`config.mk`:
```
export PLATFORM = sky130hd
export DESIGN_NAME = nine_adder_seq_flat
export DESIGN_NICKNAME = d
export VERILOG_FILES = /design/src/rtl/nine_adder_seq_if.sv /design/src/rtl/nine_adder_seq.sv /design/src/flat_wrapper.sv
export SDC_FILE = /design/constraint.sdc
export NUM_CORES = 1
export LEC_CHECK = 0
export BUFFER_PORTS_ARGS = -buffer_cell sky130_fd_sc_hd__buf_4
export CORE_ASPECT_RATIO = 2
export CORE_MARGIN = 1
export CORE_UTILIZATION = 50
export CTS_CLUSTER_SIZE = 24
export DETAILED_ROUTE_END_ITERATION = 8
export PLACE_DENSITY = 0.73
export SETUP_SLACK_MARGIN = 0.5
export SYNTH_ARGS = -nofsm -noshare
export SYNTH_HDL_FRONTEND = slang
export SYNTH_SLANG_ARGS = --single-unit
```
`constraint.sdc`:
```
create_clock -name clk -period 5.2 [get_ports clk]
set_input_delay 0.78 -clock clk [delete_from_list [all_inputs] [get_ports clk]]
set_output_delay 0.78 -clock clk [all_outputs]
set_load 0.02 [all_outputs]
```
`src/rtl/nine_adder_seq_if.sv`:
```
// nine_adder_seq_if: handshake bundle for the sequential popcount block.
//   Input side : in_valid / in_ready / in_data (9*GROUPS bits, group k = [9k+8:9k])
//   Output side: out_valid / out_ready / out_count (SUM_W bits)
//   Status     : busy (RUN or DONE), group_idx (group currently at the adder)
// The slave modport is the popcount block. The master modport is the
// producer/consumer side.
interface nine_adder_seq_if #(
  parameter int unsigned GROUPS = 8,
  parameter int unsigned SUM_W  = 7,
  parameter int unsigned IDX_W  = 3
);
  logic                  in_valid;
  logic                  in_ready;
  logic [9*GROUPS-1:0]   in_data;
  logic                  out_valid;
  logic                  out_ready;
  logic [SUM_W-1:0]      out_count;
  logic                  busy;
  logic [IDX_W-1:0]      group_idx;

  modport master (
    output in_valid, in_data, out_ready,
    input  in_ready, out_valid, out_count, busy, group_idx
  );

  modport slave (
    input  in_valid, in_data, out_ready,
    output in_ready, out_valid, out_count, busy, group_idx
  );
endinterface

```
`src/rtl/nine_adder_seq.sv`:
```
// nine_adder_seq: sequential population count.
// A captured 9*GROUPS-bit vector is shifted through a single nine-input
// one-bit adder, 9 bits per cycle. The per-group counts are accumulated,
// and the total is presented with a valid/ready handshake.
// Ports:
//   clk  - rising-edge clock
//   rst  - asynchronous, active-high reset
//   bus  - nine_adder_seq_if.slave (in_valid/in_ready/in_data,
//          out_valid/out_ready/out_count, busy, group_idx)
module nine_adder_seq #(
  parameter int unsigned GROUPS = 8,
  parameter int unsigned SUM_W  = 7,
  parameter int unsigned IDX_W  = 3
) (
  input  logic                   clk,
  input  logic                   rst,
  nine_adder_seq_if.slave        bus
);

  typedef enum logic [1:0] {IDLE, RUN, DONE} state_t;

  state_t                state_q, state_d;
  logic [9*GROUPS-1:0]   shift_q, shift_d;
  logic [SUM_W-1:0]      acc_q, acc_d;
  logic [IDX_W-1:0]      idx_q, idx_d;
  logic [SUM_W-1:0]      out_count_q, out_count_d;
  logic                  out_valid_q, out_valid_d;
  logic                  busy_q, busy_d;
  logic                  in_ready_q, in_ready_d;

  logic [3:0]            add_res;
  logic [SUM_W-1:0]      sum_next;
  logic                  last_group;

  // Shared NINE adder: nine one-bit inputs, {cout2,cout1,cout0,sum} = 0..9.
  function automatic logic [3:0] nine_add(input logic [8:0] b);
    logic [3:0] s;
    s = '0;
    for (int unsigned i = 0; i < 9; i++) begin
      s = s + 4'(b[i]);
    end
    return s;
  endfunction

  assign add_res    = nine_add(shift_q[8:0]);
  assign sum_next   = acc_q + SUM_W'(add_res);
  assign last_group = (idx_q == IDX_W'(GROUPS - 1));

  always_comb begin
    state_d     = state_q;
    shift_d     = shift_q;
    acc_d       = acc_q;
    idx_d       = idx_q;
    out_count_d = out_count_q;
    out_valid_d = out_valid_q;
    busy_d      = busy_q;
    in_ready_d  = in_ready_q;
    unique case (state_q)
      IDLE: begin
        if (bus.in_valid) begin
          shift_d    = bus.in_data;
          acc_d      = '0;
          idx_d      = '0;
          state_d    = RUN;
          in_ready_d = 1'b0;
          busy_d     = 1'b1;
        end
      end
      RUN: begin
        acc_d   = sum_next;
        shift_d = shift_q >> 9;
        if (last_group) begin
          // The final group is folded in directly, so the result lands on
          // the same edge as the last accumulation.
          out_count_d = sum_next;
          out_valid_d = 1'b1;
          state_d     = DONE;
        end else begin
          idx_d = idx_q + IDX_W'(1);
        end
      end
      DONE: begin
        if (bus.out_ready) begin
          out_valid_d = 1'b0;
          idx_d       = '0;
          state_d     = IDLE;
          in_ready_d  = 1'b1;
          busy_d      = 1'b0;
        end
      end
      default: begin
        state_d = IDLE;
      end
    endcase
  end

  always_ff @(posedge clk or posedge rst) begin
    if (rst) begin
      state_q     <= IDLE;
      shift_q     <= '0;
      acc_q       <= '0;
      idx_q       <= '0;
      out_count_q <= '0;
      out_valid_q <= 1'b0;
      busy_q      <= 1'b0;
      in_ready_q  <= 1'b1;
    end else begin
      state_q     <= state_d;
      shift_q     <= shift_d;
      acc_q       <= acc_d;
      idx_q       <= idx_d;
      out_count_q <= out_count_d;
      out_valid_q <= out_valid_d;
      busy_q      <= busy_d;
      in_ready_q  <= in_ready_d;
    end
  end

  assign bus.in_ready  = in_ready_q;
  assign bus.out_valid = out_valid_q;
  assign bus.out_count = out_count_q;
  assign bus.busy      = busy_q;
  assign bus.group_idx = idx_q;

endmodule

```
`src/flat_wrapper.sv`:
```
// flat-port wrapper written by rule: the top's interface ports become plain ports
module nine_adder_seq_flat 
#(
  parameter int unsigned GROUPS = 8,
  parameter int unsigned SUM_W  = 7,
  parameter int unsigned IDX_W  = 3
)
  (clk, rst, bus_in_valid, bus_in_data, bus_out_ready, bus_in_ready, bus_out_valid, bus_out_count, bus_busy, bus_group_idx);
  nine_adder_seq_if #(.GROUPS(GROUPS), .SUM_W(SUM_W), .IDX_W(IDX_W)) bus_i ();
  input  logic clk;
  input  logic rst;
  input wire logic [$bits(bus_i.in_valid)-1:0] bus_in_valid;
  input wire logic [$bits(bus_i.in_data)-1:0] bus_in_data;
  input wire logic [$bits(bus_i.out_ready)-1:0] bus_out_ready;
  output wire logic [$bits(bus_i.in_ready)-1:0] bus_in_ready;
  output wire logic [$bits(bus_i.out_valid)-1:0] bus_out_valid;
  output wire logic [$bits(bus_i.out_count)-1:0] bus_out_count;
  output wire logic [$bits(bus_i.busy)-1:0] bus_busy;
  output wire logic [$bits(bus_i.group_idx)-1:0] bus_group_idx;
  assign bus_i.in_valid = bus_in_valid;
  assign bus_i.in_data = bus_in_data;
  assign bus_i.out_ready = bus_out_ready;
  assign bus_in_ready = bus_i.in_ready;
  assign bus_out_valid = bus_i.out_valid;
  assign bus_out_count = bus_i.out_count;
  assign bus_busy = bus_i.busy;
  assign bus_group_idx = bus_i.group_idx;
  nine_adder_seq #(.GROUPS(GROUPS), .SUM_W(SUM_W), .IDX_W(IDX_W)) u_core (.clk(clk), .rst(rst), .bus(bus_i));
endmodule
```
; ---- After elaboration in Yosys (flattened, before gate mapping)
; Index checks and enable logic that the tools add are counted.
[classes]
n_addsub = 10
eq_ne = 7
muxes = 20
reduce_logical = 11
[op_table]
columns = operator, count
row1 = one-hot mux 72 bit (2 select lines), 1
row2 = two-way mux 72 bit, 1
row3 = adder 4 x 1 -> 4 bit, 7
row4 = one-hot mux 7 bit (2 select lines), 1
row5 = two-way mux 3 bit, 3
row6 = one-hot mux 3 bit (3 select lines), 1
row7 = AND reduction 3 bit, 3
row8 = adder 7 x 4 -> 7 bit, 1
row9 = two-way mux 7 bit, 1
row10 = two-way mux 2 bit, 3
row11 = inequality test 2 bit (second input constant), 3
row12 = one-hot mux 1 bit (2 select lines), 3
row13 = one-hot mux 2 bit (3 select lines), 1
row14 = nonzero test 2 bit, 3
row15 = two-way mux 1 bit, 5
row16 = AND reduction 2 bit, 2
row17 = AND reduction 4 bit, 1
row18 = adder 3 x 1 -> 3 bit (second input constant), 1
row19 = == test 3 bit (second input constant), 1
row20 = nonzero test 3 bit, 1
row21 = adder 1 x 1 -> 2 bit, 1
row22 = == test 2 x 1 -> 1 bit (second input constant), 1
row23 = == test 2 bit (second input constant), 1
row24 = zero test 2 bit, 1
row25 = inequality test 2 x 1 -> 1 bit (second input constant), 1
[totals]
register_bits = 94
inputBits = 76
elab_cells = 56

; ---- Longest topological paths before layout
[logic_depth]
ltp_word = 10
depth_mapped = 14

; ---- Worst setup path before layout
; Ideal clock, no wire load.
[synth_path]
path_kind = register to register
start = reg u_core.shift_q[0]
end = reg u_core.out_count_q[4], in the netlist u_core.bus.out_count[4]
arrival_ns = 3.841
slack_ns = 1.232
stages_incl_launch_ff = 14
path_buffers = 0
path_cell_list = dfrtp_1 -> ha_1 -> inv_1 -> fa_1 -> fa_1 -> fa_1 -> inv_1 -> ha_1 -> fa_1 -> fa_1 -> a211o_1 -> o21ai_0 -> xor2_1 -> o21ai_0
[synth_via]
elab_chain_cells = 9
[synth_rtl]
columns = item, line_no
row1 = from (decl), nine_adder_seq.sv:23  ; logic [9*GROUPS-1:0] shift_q, shift_d;
row2 = from (signal assigned), nine_adder_seq.sv:109  ; shift_q <= shift_d;
row3 = adder 1 x 1 -> 2 bit, nine_adder_seq.sv:40  ; s = s + 4'(b[i]);
row4 = adder 4 x 1 -> 4 bit (7 in series), nine_adder_seq.sv:40
row5 = adder 7 x 4 -> 7 bit, nine_adder_seq.sv:46  ; assign sum_next = acc_q + SUM_W'(add_res);
row6 = to (signal assigned), nine_adder_seq.sv:112  ; out_count_q <= out_count_d;
row7 = to (decl), nine_adder_seq.sv:26  ; logic [SUM_W-1:0] out_count_q, out_count_d;
; Every way passes these cells.
; A chain may end at the register's enable or synchronous reset.

; ---- Final worst setup path
[layout_path]
start = reg u_core.shift_q[0]
end = reg u_core.acc_q[4]
[layout_via]
elab_chain_cells = 10
[layout_rtl]
columns = item, line_no
row1 = adder 1 x 1 -> 2 bit, nine_adder_seq.sv:40
row2 = adder 4 x 1 -> 4 bit (7 in series), nine_adder_seq.sv:40
row3 = adder 7 x 4 -> 7 bit, nine_adder_seq.sv:46
row4 = one-hot mux 7 bit (2 select lines), nine_adder_seq.sv:58  ; unique case (state_q)
row5 = to (signal assigned), nine_adder_seq.sv:101  ; acc_q <= '0;
row6 = to (signal assigned), nine_adder_seq.sv:110  ; acc_q <= acc_d;
row7 = to (decl), nine_adder_seq.sv:24  ; logic [SUM_W-1:0] acc_q, acc_d;
; Every way passes these cells.

==> metrics.csv <==
metric,value,unit
Syn Area/Cell,10.4,sq um
Ports,89,
maxcap violations,0,
Tcrit/Tclk final,81.2,%
failing checks,design-rule violations,
# resized after CTS,0,
synthesized area,0.00471,sq mm
Worst-Skew Late Latency,0.34,ns
"Max FO, Critical Path",3,
largest delay contributor family on the critical path,adder cells,
Pleak,2.60,nW
antenna fix cells,0,
Core Region,0.00907,sq mm
first-pass iteration count of the detailed router,6,
CTS Buf Count,9,
Worst path slowest cell,fa_1,
share of layout cells above drive strength 1,21.6,%
Worst-path clk slew,0.07,ns
met2 GRT Util,39.7,%
DR WL/cell,15.7,microns
clk root buf,clkbuf_16,
Worst Slack Setup Final,0.976,ns
crit path DAT,4.49,ns
crit path buf inv count,2,
Gate Count Post-Synth,453,
GRT Util Overall,21.9,%
CP startpoint kind,flop,
Placed Area,0.00530,sq mm
DP HPWL,7000,microns
Die Wd,70.7,microns
Peak VDD IR,0.446,mV
# DRC,14,
Setup crit end kind,flop,
final hold violation count,0,
WP data required,5.47,ns
global-route met3 utilization,2.32,%
Worst Clk Skew,0.00775,ns
largest net degree at the start of global routing,60,
initial core utilization,51.9,%
GP Congestion,0.855,
ys flop type,dfrtp_1,
area delta synth->final,19.2,%
Synth warnings,0,
Netlist cell types,37,
gr ovfl total,0,
DRT iter0 DRCs,270,
first-pass GRT wire length,16600,microns
Setup CP Type,reg -> reg,
crit path cell chain,"ha_1, inv_1, fa_1, fa_1, fa_1, inv_1, ha_1, fa_1, fa_1, a211o_1, o21ai_0, nand2_1, a31oi_1",
post-route ant nets,0,
DP Worst Slack,0.993,ns
final instance area,0.00562,sq mm
area share of the largest cell type after synthesis,49.4,%
"EDFF count, synth",0,
grt met1 use,24.9,%
asr flop ratio synth,100,%
Post-synth top cells,"nand2_1 (98), dfrtp_1 (93), mux2i_1 (64)",
number of cell rows,49,
CTS Buffer Depth,2,
status,"finished, violations left",
Setup TNS Final,0,ns
antenna violations before repair,0,
sequential share of the synthesized area,49.9,%
CTS tree,yes,
most frequent CP cell,fa_1,
grt peak-use layer,met2,
pwr dens,612,mW/mm^2
IO buf count,88,
Hold/Removal Path Class,in -> async,
Reg2Reg Depth,13,
end-of-flow core utilization,61.9,%
# Post-CTS Setup Buffers,0,
die area,0.00984,sq mm
top post-synthesis cells by area,"dfrtp_1 (49%), mux2i_1 (14%), nand2_1 (7.8%)",
cell taking the most area after synthesis,dfrtp_1,
Syn Nets,548,
CTS Hold Bufs,0,
Rel. slew slack,26.0,%
# clock sinks,94,
Levels on crit path,13,
via/cell ratio,5.35,
H-tree levels,3,
#FFs+latches synth,94,
Worst Tran Pin Value,1.11,ns
nets@finish,623,
die height,139,microns
RSZ-0062 raised after global routing,false,
via count,3397,
Total Wirelength,10000,microns
max incr delay on CP,0.51,ns
final worst path period need,4.22,ns
Reg2Reg Setup Slack,0.98,ns
endpoints failing setup,0,
vias in the first global route,3572,
fmax,0.237,GHz
Slew Limit Fails,0,
most frequent cell after synthesis,nand2_1,
## registers in the layout, summed over array words and instances, names as in the netlist
register              cells
u_core.acc_q              7
u_core.bus.busy           1
u_core.bus.group_idx      3
u_core.bus.in_ready       1
u_core.bus.out_count      7
u_core.bus.out_valid      1
u_core.shift_q           72
u_core.state_q            2
## area by class of cell
type,count,area (sq um)
clock buffer,10,229
clock inverter,6,86.3
fill,789,3460
inverter,17,66.3
multi-input combinational,314,2060
sequential,94,2350
tap,102,128
timing repair buffer,92,691
## cell usage in the layout (no fill, tap or decap), types with 2 or more instances in the layout
master	Yosys	final
nand2_1	98	98
dfrtp_1	93	93
buf_4	4	92
mux2i_1	64	64
o21ai_0	47	47
o21ai_1	38	38
inv_1	17	16
ha_1	13	13
clkbuf_16	0	9
a21oi_1	7	7
nor2_1	7	7
fa_1	6	6
xnor2_1	4	4
a31oi_1	3	3
a21o_1	3	3
nand2b_1	2	2
o22ai_1	2	2
nand3_1	2	2
mux2_2	2	2
xor2_1	2	2
o21a_1	2	2
nor4b_1	2	2
bufinv_16	0	2
clkinv_2	0	2
## where the power goes
group	internal, mW	switching (mW)	leakage, nW
clock network	0.420	0.274	0.152
logic	0.665	0.896	1.22
registers	1.00	0.176	1.23
## worst paths after layout
kind | startpoint | end
min reg2reg | u_core.shift_q[69]$_DFFE_PP0P_ | u_core.shift_q[60]$_DFFE_PP0P_
min | rst | u_core.shift_q[20]$_DFFE_PP0P_
max in group asynchronous | rst | u_core.shift_q[64]$_DFFE_PP0P_
max | u_core.shift_q[0]$_DFFE_PP0P_ | u_core.acc_q[4]$_DFFE_PP0P_
min in group clk | u_core.shift_q[69]$_DFFE_PP0P_ | u_core.shift_q[60]$_DFFE_PP0P_
max reg2reg | u_core.shift_q[0]$_DFFE_PP0P_ | u_core.acc_q[4]$_DFFE_PP0P_
## routing by layer
layer  vias to the layer above  part of all wire [%]
met5                         -                     0
met4                         0                   3.1
met3                        16                   3.9
met2                        73                    55
met1                      1628                    38
li1                       1680                     -
## worst reg2reg max path: cells and delay by family, from the launching register on
family                   cells  cell delay [ns]
AO/OA/AOI/OAI                3             0.69
adder cells (fa/ha/maj)      7             2.89
AND/OR/NAND/NOR              1             0.10
buffers and inverters        2             0.09
flip-flops                   1             0.39
## cells by family after synthesis
| group | count (synthesis) | synth area share [%] |
|---|---|---|
| simple gates | 116 | 10.3 |
| fa+ha+maj | 19 | 6.00 |
| flops | 94 | 49.9 |
| compound gates | 107 | 12.2 |
| mux | 66 | 14.1 |
| buf+inv | 45 | 6.40 |
| xor+xnor | 6 | 1.11 |
## stage by stage
stage	hold slack [ns]	std cells	total power [mW]
final	0.458	635	3.44
after global routing	0.497	635	3.74
after CTS	0.467	635	3.48
after detailed placement	0.466	619	2.77
after global placement	0.459	619	2.69
after floorplan	0.449	453	2.41
No activity file was read; power rests on OpenSTA's default activity.
